==> src/rtl/instruction_fetch_queue_pkg.sv <==
// -----------------------------------------------------------------------------
// instruction_fetch_queue_pkg
//  Shared constants and types for the instruction fetch front end.
//  - INSTR_W / PC_INC / NOP_INSTR / RESET_PC_DEFAULT : fetch datapath constants
//  - fetch_entry_t : one queue entry, the fetched word plus its PC+4
//  - pc_plus_inc() : sequential next-PC helper (wraps modulo 2^32)
// -----------------------------------------------------------------------------
package instruction_fetch_queue_pkg;

    localparam int          INSTR_W          = 32;
    localparam logic [31:0] PC_INC           = 32'd4;
    localparam logic [31:0] NOP_INSTR        = 32'h0000_0000;
    localparam logic [31:0] RESET_PC_DEFAULT = 32'h0000_0000;

    typedef struct packed {
        logic [INSTR_W-1:0] inst;
        logic [INSTR_W-1:0] pc_next;
    } fetch_entry_t;

    localparam int ENTRY_W = $bits(fetch_entry_t);

    function automatic logic [INSTR_W-1:0] pc_plus_inc(input logic [INSTR_W-1:0] pc);
        return pc + PC_INC;
    endfunction

endpackage

==> src/rtl/instruction_fetch_queue_fetch_fifo.sv <==
// -----------------------------------------------------------------------------
// instruction_fetch_queue_fetch_fifo
//  Synchronous FIFO holding fetched entries. The head is read straight out of
//  the storage array, so a word pushed in cycle N is visible at the head in
//  cycle N+1. Flush has priority over push and pop.
//  Ports:
//   clk, rst      clock / synchronous active-high reset
//   push, push_data  write one entry
//   pop           consume the head entry
//   flush         empty the FIFO (drops any same-cycle push/pop)
//   head_data     current head entry (undefined when empty)
//   full, empty, count  occupancy status
// -----------------------------------------------------------------------------
module instruction_fetch_queue_fetch_fifo #(
    parameter  int WIDTH = 64,
    parameter  int DEPTH = 4,
    localparam int PTR_W = (DEPTH > 1) ? $clog2(DEPTH) : 1,
    localparam int CNT_W = $clog2(DEPTH + 1)
) (
    input  logic             clk,
    input  logic             rst,
    input  logic             push,
    input  logic [WIDTH-1:0] push_data,
    input  logic             pop,
    input  logic             flush,
    output logic [WIDTH-1:0] head_data,
    output logic             full,
    output logic             empty,
    output logic [CNT_W-1:0] count
);

    logic [WIDTH-1:0] mem_q [DEPTH];
    logic [PTR_W-1:0] rd_ptr_q, rd_ptr_d;
    logic [PTR_W-1:0] wr_ptr_q, wr_ptr_d;
    logic [CNT_W-1:0] count_q, count_d;
    logic             do_push, do_pop;

    assign full      = (count_q == CNT_W'(DEPTH));
    assign empty     = (count_q == '0);
    assign count     = count_q;
    assign head_data = mem_q[rd_ptr_q];

    always_comb begin
        do_pop   = pop && !empty && !flush;
        // A push into a full FIFO is accepted only when the head leaves in the
        // same cycle; the slot being overwritten is the one being consumed.
        do_push  = push && (!full || do_pop) && !flush;
        rd_ptr_d = rd_ptr_q;
        wr_ptr_d = wr_ptr_q;
        count_d  = count_q;
        if (flush) begin
            rd_ptr_d = '0;
            wr_ptr_d = '0;
            count_d  = '0;
        end else begin
            if (do_push) begin
                wr_ptr_d = wr_ptr_q + PTR_W'(1);
            end
            if (do_pop) begin
                rd_ptr_d = rd_ptr_q + PTR_W'(1);
            end
            case ({do_push, do_pop})
                2'b10:   count_d = count_q + CNT_W'(1);
                2'b01:   count_d = count_q - CNT_W'(1);
                default: count_d = count_q;
            endcase
        end
    end

    always_ff @(posedge clk) begin
        if (rst) begin
            rd_ptr_q <= '0;
            wr_ptr_q <= '0;
            count_q  <= '0;
        end else begin
            rd_ptr_q <= rd_ptr_d;
            wr_ptr_q <= wr_ptr_d;
            count_q  <= count_d;
        end
    end

    // Storage carries no reset; validity is tracked by the pointers.
    always_ff @(posedge clk) begin
        if (do_push && !rst) begin
            mem_q[wr_ptr_q] <= push_data;
        end
    end

endmodule

==> src/rtl/instruction_fetch_queue.sv <==
// -----------------------------------------------------------------------------
// instruction_fetch_queue
//  Fetch front end feeding the IF/ID register. Issues sequential word fetches
//  over a valid/ready request channel, accepts in-order one-cycle response
//  pulses, queues {word, PC+4} and presents the head to decode. Honours the
//  decode hold and flushes on redirect.
//  Ports:
//   clk, rst                        clock / synchronous active-high reset
//   imem_req_valid/ready/addr       fetch request channel (addr = fetch PC)
//   imem_resp_valid/data            in-order response pulse and word
//   redirect_valid/redirect_pc      taken branch/jump: flush and refetch
//   hold                            decode stall, head is not consumed
//   inst_valid/inst/inst_pc_next    queue head presented to decode
// -----------------------------------------------------------------------------
module instruction_fetch_queue
    import instruction_fetch_queue_pkg::*;
#(
    parameter int          DEPTH    = 4,
    parameter int          MAX_OUT  = 2,
    parameter logic [31:0] RESET_PC = RESET_PC_DEFAULT
) (
    input  logic               clk,
    input  logic               rst,
    output logic               imem_req_valid,
    input  logic               imem_req_ready,
    output logic [31:0]        imem_req_addr,
    input  logic               imem_resp_valid,
    input  logic [INSTR_W-1:0] imem_resp_data,
    input  logic               redirect_valid,
    input  logic [31:0]        redirect_pc,
    input  logic               hold,
    output logic               inst_valid,
    output logic [INSTR_W-1:0] inst,
    output logic [31:0]        inst_pc_next
);

    localparam int CNT_W = $clog2(DEPTH + 1);
    localparam int OUT_W = $clog2(MAX_OUT + 1);

    logic [31:0]      fetch_pc_q,  fetch_pc_d;
    logic [31:0]      resp_pc_q,   resp_pc_d;
    logic [OUT_W-1:0] in_flight_q, in_flight_d;
    logic [OUT_W-1:0] discard_q,   discard_d;

    logic             resp_ok;
    logic             req_fire;
    logic             credit_ok;
    logic             fifo_push;
    logic             fifo_pop;
    logic             fifo_full;
    logic             fifo_empty;
    logic [CNT_W-1:0] fifo_count;
    fetch_entry_t     push_entry;
    fetch_entry_t     head_entry;

    // A response with nothing outstanding is illegal and simply ignored.
    assign resp_ok  = imem_resp_valid && (in_flight_q != '0);
    assign req_fire = imem_req_valid && imem_req_ready;

    // Every live (non-discarded) outstanding request owns a future queue slot.
    assign credit_ok = (int'(fifo_count) + int'(in_flight_q) - int'(discard_q)) < DEPTH;

    assign imem_req_valid = !rst && !redirect_valid
                          && (in_flight_q < OUT_W'(MAX_OUT)) && credit_ok;
    assign imem_req_addr  = fetch_pc_q;

    assign inst_valid   = !fifo_empty && !rst;
    assign inst         = inst_valid ? head_entry.inst    : NOP_INSTR;
    assign inst_pc_next = inst_valid ? head_entry.pc_next : 32'h0;
    assign fifo_pop     = inst_valid && !hold;

    assign push_entry.inst    = imem_resp_data;
    assign push_entry.pc_next = pc_plus_inc(resp_pc_q);

    always_comb begin
        fetch_pc_d  = fetch_pc_q;
        resp_pc_d   = resp_pc_q;
        in_flight_d = in_flight_q;
        discard_d   = discard_q;
        fifo_push   = 1'b0;

        if (resp_ok) begin
            in_flight_d = in_flight_q - OUT_W'(1);
        end

        if (redirect_valid) begin
            fetch_pc_d = redirect_pc;
            resp_pc_d  = redirect_pc;
            // Everything still outstanding after this cycle belongs to the old
            // path; no request is issued here, so that is exactly in_flight_d.
            discard_d  = in_flight_d;
        end else begin
            if (req_fire) begin
                fetch_pc_d  = pc_plus_inc(fetch_pc_q);
                in_flight_d = in_flight_d + OUT_W'(1);
            end
            if (resp_ok) begin
                if (discard_q != '0) begin
                    discard_d = discard_q - OUT_W'(1);
                end else begin
                    fifo_push = 1'b1;
                    resp_pc_d = pc_plus_inc(resp_pc_q);
                end
            end
        end
    end

    always_ff @(posedge clk) begin
        if (rst) begin
            fetch_pc_q  <= RESET_PC;
            resp_pc_q   <= RESET_PC;
            in_flight_q <= '0;
            discard_q   <= '0;
        end else begin
            fetch_pc_q  <= fetch_pc_d;
            resp_pc_q   <= resp_pc_d;
            in_flight_q <= in_flight_d;
            discard_q   <= discard_d;
        end
    end

    instruction_fetch_queue_fetch_fifo #(
        .WIDTH (ENTRY_W),
        .DEPTH (DEPTH)
    ) u_fetch_fifo (
        .clk       (clk),
        .rst       (rst),
        .push      (fifo_push),
        .push_data (push_entry),
        .pop       (fifo_pop),
        .flush     (redirect_valid),
        .head_data (head_entry),
        .full      (fifo_full),
        .empty     (fifo_empty),
        .count     (fifo_count)
    );

    a_no_overflow: assert property (@(posedge clk) disable iff (rst)
        !(fifo_push && fifo_full && !fifo_pop));

    a_no_orphan_resp: assert property (@(posedge clk) disable iff (rst)
        !(imem_resp_valid && (in_flight_q == '0)));

endmodule
==> config.mk <==
export PLATFORM = sky130hd
export DESIGN_NAME = instruction_fetch_queue
export DESIGN_NICKNAME = d
export VERILOG_FILES = /design/src/rtl/instruction_fetch_queue_pkg.sv /design/src/rtl/instruction_fetch_queue_fetch_fifo.sv /design/src/rtl/instruction_fetch_queue.sv
export SDC_FILE = /design/constraint.sdc
export NUM_CORES = 1
export LEC_CHECK = 0
export BUFFER_PORTS_ARGS = -buffer_cell sky130_fd_sc_hd__buf_2
export CAP_MARGIN = 10
export CELL_PAD_IN_SITES_DETAIL_PLACEMENT = 2
export CELL_PAD_IN_SITES_GLOBAL_PLACEMENT = 2
export CORE_ASPECT_RATIO = 2
export CORE_UTILIZATION = 30
export CTS_BUF_LIST = sky130_fd_sc_hd__clkbuf_4
export CTS_CLUSTER_DIAMETER = 200
export CTS_CLUSTER_SIZE = 10
export DETAILED_ROUTE_END_ITERATION = 12
export PLACE_DENSITY_LB_ADDON = 0.1
export SLEW_MARGIN = 10
export SYNTH_ARGS = -nofsm -noshare
export SYNTH_HDL_FRONTEND = slang
export SYNTH_HIERARCHICAL = 1
export SYNTH_SLANG_ARGS = --single-unit
==> constraint.sdc <==
create_clock -name clk -period 8.1 [get_ports clk]
set_input_delay 2.43 -clock clk [delete_from_list [all_inputs] [get_ports clk]]
set_output_delay 2.43 -clock clk [all_outputs]
set_load 0.05 [all_outputs]
==> impl_results.md <==
- Status: complete, no violations
- Worst Setup End Kind: primary output
- Cell mode on critical path: buf_2
- Layout net count: 1,280
- DP Worst Slack: 1.40 ns
- Req. time, crit path: 5.67 ns
- Reg2reg setup slack: 4.55 ns
- Crit-path max cell delay: 0.62 ns
- Vias in the first global route: 10.3k
- Global-route wire length before repair: 63.4 mm
- Layout fillers: 5,022
- Syn nets: 1,110
- Worst reg2reg path endpoint: u_fetch_fifo/mem_q[3][28]
- Core Util, Final: 0.344
- Cell chain of the critical path: buf_2 -> nor2_4 -> buf_4 -> and2_1 -> buf_2
- Mapped Area: 14,700 µm²
- Post-synth top flop: edfxtp_1
- Clock transition at path regs: 0.12 ns
- Largest net degree at the start of global routing: 48
- WS Path Type: in -> out
- Number of gates resized after CTS: 0
- Initial Util: 0.304
- Hold_buf cts: 0
- Post-DR vias/cell: 5.01
- Endpoints failing hold: 0
- Worst path slowest cell: nor2_4
- Htree depth: 2
- Port buffer count: 167
- Core area: 48,400 µm²
- Setup ws final: 1.52 ns
- Worst Setup EP: inst_pc_next[5]
- Final Max Slew Viols: 0
- Die area: 49,900 µm²
- Placed instance area: 16,200 µm²
- Reg2reg start: in_flight_q[1]
- F_max: 152 MHz
- Post-Syn Instances: 1,024
- Antenna viol nets, final: 0
- Min Tclk post-route: 6.58 ns
- Critical Path Stages: 5
- Worst Setup SP: rst
- Worst r2r path cells: 9
- EDFF count, synth: 256
- Dpl hpwl: 29.0 mm
- Yosys cell types: 65
- Max Clock Skew: 0.0362 ns
- Pwr Density: 195 nW/µm²
- Min-delay worst type: reg -> reg
- TNS Setup: 0 ns
- #FFs+latches synth: 333
- Rel. slew slack: 0.282
- Tcrit/Tclk final: 0.812
- Clock latency on the worst-skew pair: 0.69 ns
- # rows: 114
- Routability congestion estimate: 0.753
- Ys async rst share: 0
- Register area: 9230 µm²
- Die height: 315 µm
- Ys Warns: 6
- Drt total wl: 41.1 mm
- Startpoint types: input port
- TritonCTS clock tree: built
- Initial antenna violation count: 2
- Slew at the pin closest to its max-slew limit: 1.07 ns
- IO Count: 168
- RSZ-0062 raised after global routing: false
- Syn-to-layout area delta: 13.3%
- Final hold slack: 0.470 ns
- Peak supply drop: 0.0998 mV
- Post-CTS setup buffers: 0
- Area of the multi-input gates: 5070 µm²
- Wire per inst: 22.3 µm
- Via count: 9,229
- GRT overflow: 0
- Avg Cell Area, Syn: 14.3 µm²
- Critical path arrival: 4.15 ns
- Root Buffer Master: clkbuf_4
- LEAKAGE: 0.00564 µW
- Seq/Total Area, Yosys: 0.629
- GRT Util Overall: 0.171
- Initial DRC count: 288
- Layout cells sized above 1: 0.270
- Crit-path max FO: 34
- Critical path's top delay family: buffers and inverters
- Final setup vio count: 0
- Die X-Extent: 158 µm
- Final Instance Area: 16,600 µm²
- Sink Count: 333
- Clock Path Buffers: 3
- DRC Markers: 0
- Num CTS Buffers: 39
- Max-Cap Viols: 0
- First-pass DRT Iterations: 4
- Worst Path Buf+Inv: 3
## placed cells by master, fill, tap and decap left out, drive strengths merged, types with 14 or more instances in the layout
cell	instances
o21ai	15
a31oi	15
a21oi	16
and2	70
nor3	14
nand4	25
nor2	43
ha	14
nand3	27
xnor2	32
clkbuf	47
nor4	14
inv	30
mux4	64
edfxtp	256
xor2	26
nand2	73
buf	188
dfxtp	77
## per-stage QoR
step           power, µW  cells
2_1_floorplan       2230   1024
3_3_place_gp        2390   1791
3_5_place_dp        2410   1791
4_1_cts             3320   1841
5_1_grt             3410   1843
6_report            3240   1843
## flip-flops by register name, summed over array words and instances (netlist names), named ones only
register and flops:
u_fetch_fifo/mem_q 256, imem_req_addr 32, resp_pc_q 32, u_fetch_fifo/count 3, discard_q 2, in_flight_q 2, u_fetch_fifo/rd_ptr_q 2, u_fetch_fifo/wr_ptr_q 2
## routing by layer
layer  wire length [µm]  vias to the layer above  part of all wire  GRT usage
met3               1540                       71             0.037     0.0236
met4               1510                        2             0.037     0.0691
met5                 13                        -           0.00032          0
li1                   -                     4259                 -          -
met1              15400                     4672              0.38      0.185
met2              22600                      225              0.55      0.327
## Yosys cell counts (4+ instances only)
| library cell | instances | share of area |
|---|---|---|
| a21boi_0 | 10 | 0.0051 |
| xor2_1 | 26 | 0.016 |
| or3_1 | 10 | 0.0043 |
| and2_1 | 70 | 0.030 |
| nor4_1 | 13 | 0.0055 |
| dfxtp_1 | 77 | 0.11 |
| o211ai_1 | 6 | 0.0031 |
| clkbuf_1 | 35 | 0.0090 |
| a211oi_1 | 12 | 0.0061 |
| nand4_1 | 24 | 0.010 |
| nand3_1 | 27 | 0.0092 |
| o21ai_0 | 15 | 0.0051 |
| or4_1 | 8 | 0.0041 |
| mux2i_1 | 6 | 0.0041 |
| a21oi_1 | 16 | 0.0055 |
| o31a_1 | 11 | 0.0066 |
| buf_2 | 9 | 0.0031 |
| and3_1 | 9 | 0.0038 |
| inv_1 | 28 | 0.0072 |
| a311oi_1 | 8 | 0.0048 |
| nor3b_2 | 5 | 0.0043 |
| xnor2_1 | 32 | 0.019 |
| edfxtp_1 | 256 | 0.52 |
| and4_1 | 7 | 0.0042 |
| o311ai_0 | 11 | 0.0066 |
| nand2_1 | 73 | 0.019 |
| mux4_2 | 64 | 0.098 |
| o21a_1 | 7 | 0.0036 |
| nor2_1 | 43 | 0.011 |
| nor3_1 | 13 | 0.0044 |
| a31oi_1 | 15 | 0.0064 |
| buf_6 | 9 | 0.0069 |
| nand3b_1 | 4 | 0.0020 |
| ha_1 | 14 | 0.012 |
## kinds of logic (layout without fill, tap and decap cells)
group | count (synthesis) | in the layout | synth area share
multiplexers | 70 | 70 | 0.102
other | 0 | 2 | 0
buffers and inverters | 88 | 267 | 0.0295
adder cells (fa/ha/maj) | 16 | 16 | 0.0147
XOR/XNOR | 58 | 58 | 0.0346
flip-flops | 333 | 333 | 0.629
AND/OR/NAND/NOR | 331 | 331 | 0.127
AO/OA/AOI/OAI | 128 | 128 | 0.0635
## report_power, final
part | internal, µW | total [µW] | switching [µW]
clock | 332 | 890 | 558
sequential | 1880 | 1920 | 43.4
combinational | 138 | 434 | 295
## how the worst min path moves through the flow
stage,slack [ns],depth (start not counted),end,startpoint
floorplan,0.45,2,flop,u_fetch_fifo/rd_ptr_q[1]
global placement,0.45,2,imem_req_addr[0],imem_req_addr[0]
detailed placement,0.46,2,imem_req_addr[1],imem_req_addr[1]
CTS,0.48,2,imem_req_addr[1],imem_req_addr[1]
global route,0.50,2,imem_req_addr[1],imem_req_addr[1]
finish,0.47,2,imem_req_addr[1],imem_req_addr[1]
## tightest hold or removal path, delay by kind of cell, from the launching register on
kind / cells / cell delay (ns)
flip-flops: 1 / 0.33
AO/OA/AOI/OAI: 1 / 0.06
AND/OR/NAND/NOR: 1 / 0.05
## layout make-up
type                            count  area share
Clock buffer                       47      0.0212
Clock inverter                      3     0.00414
Inverter                           29     0.00654
Sequential cell                   333       0.555
Multi-Input combinational cell    603       0.305
Tap cell                          638      0.0480
Timing Repair Buffer              188      0.0597
Antenna cell                        2    0.000301
(Power assumes the default switching activity.)
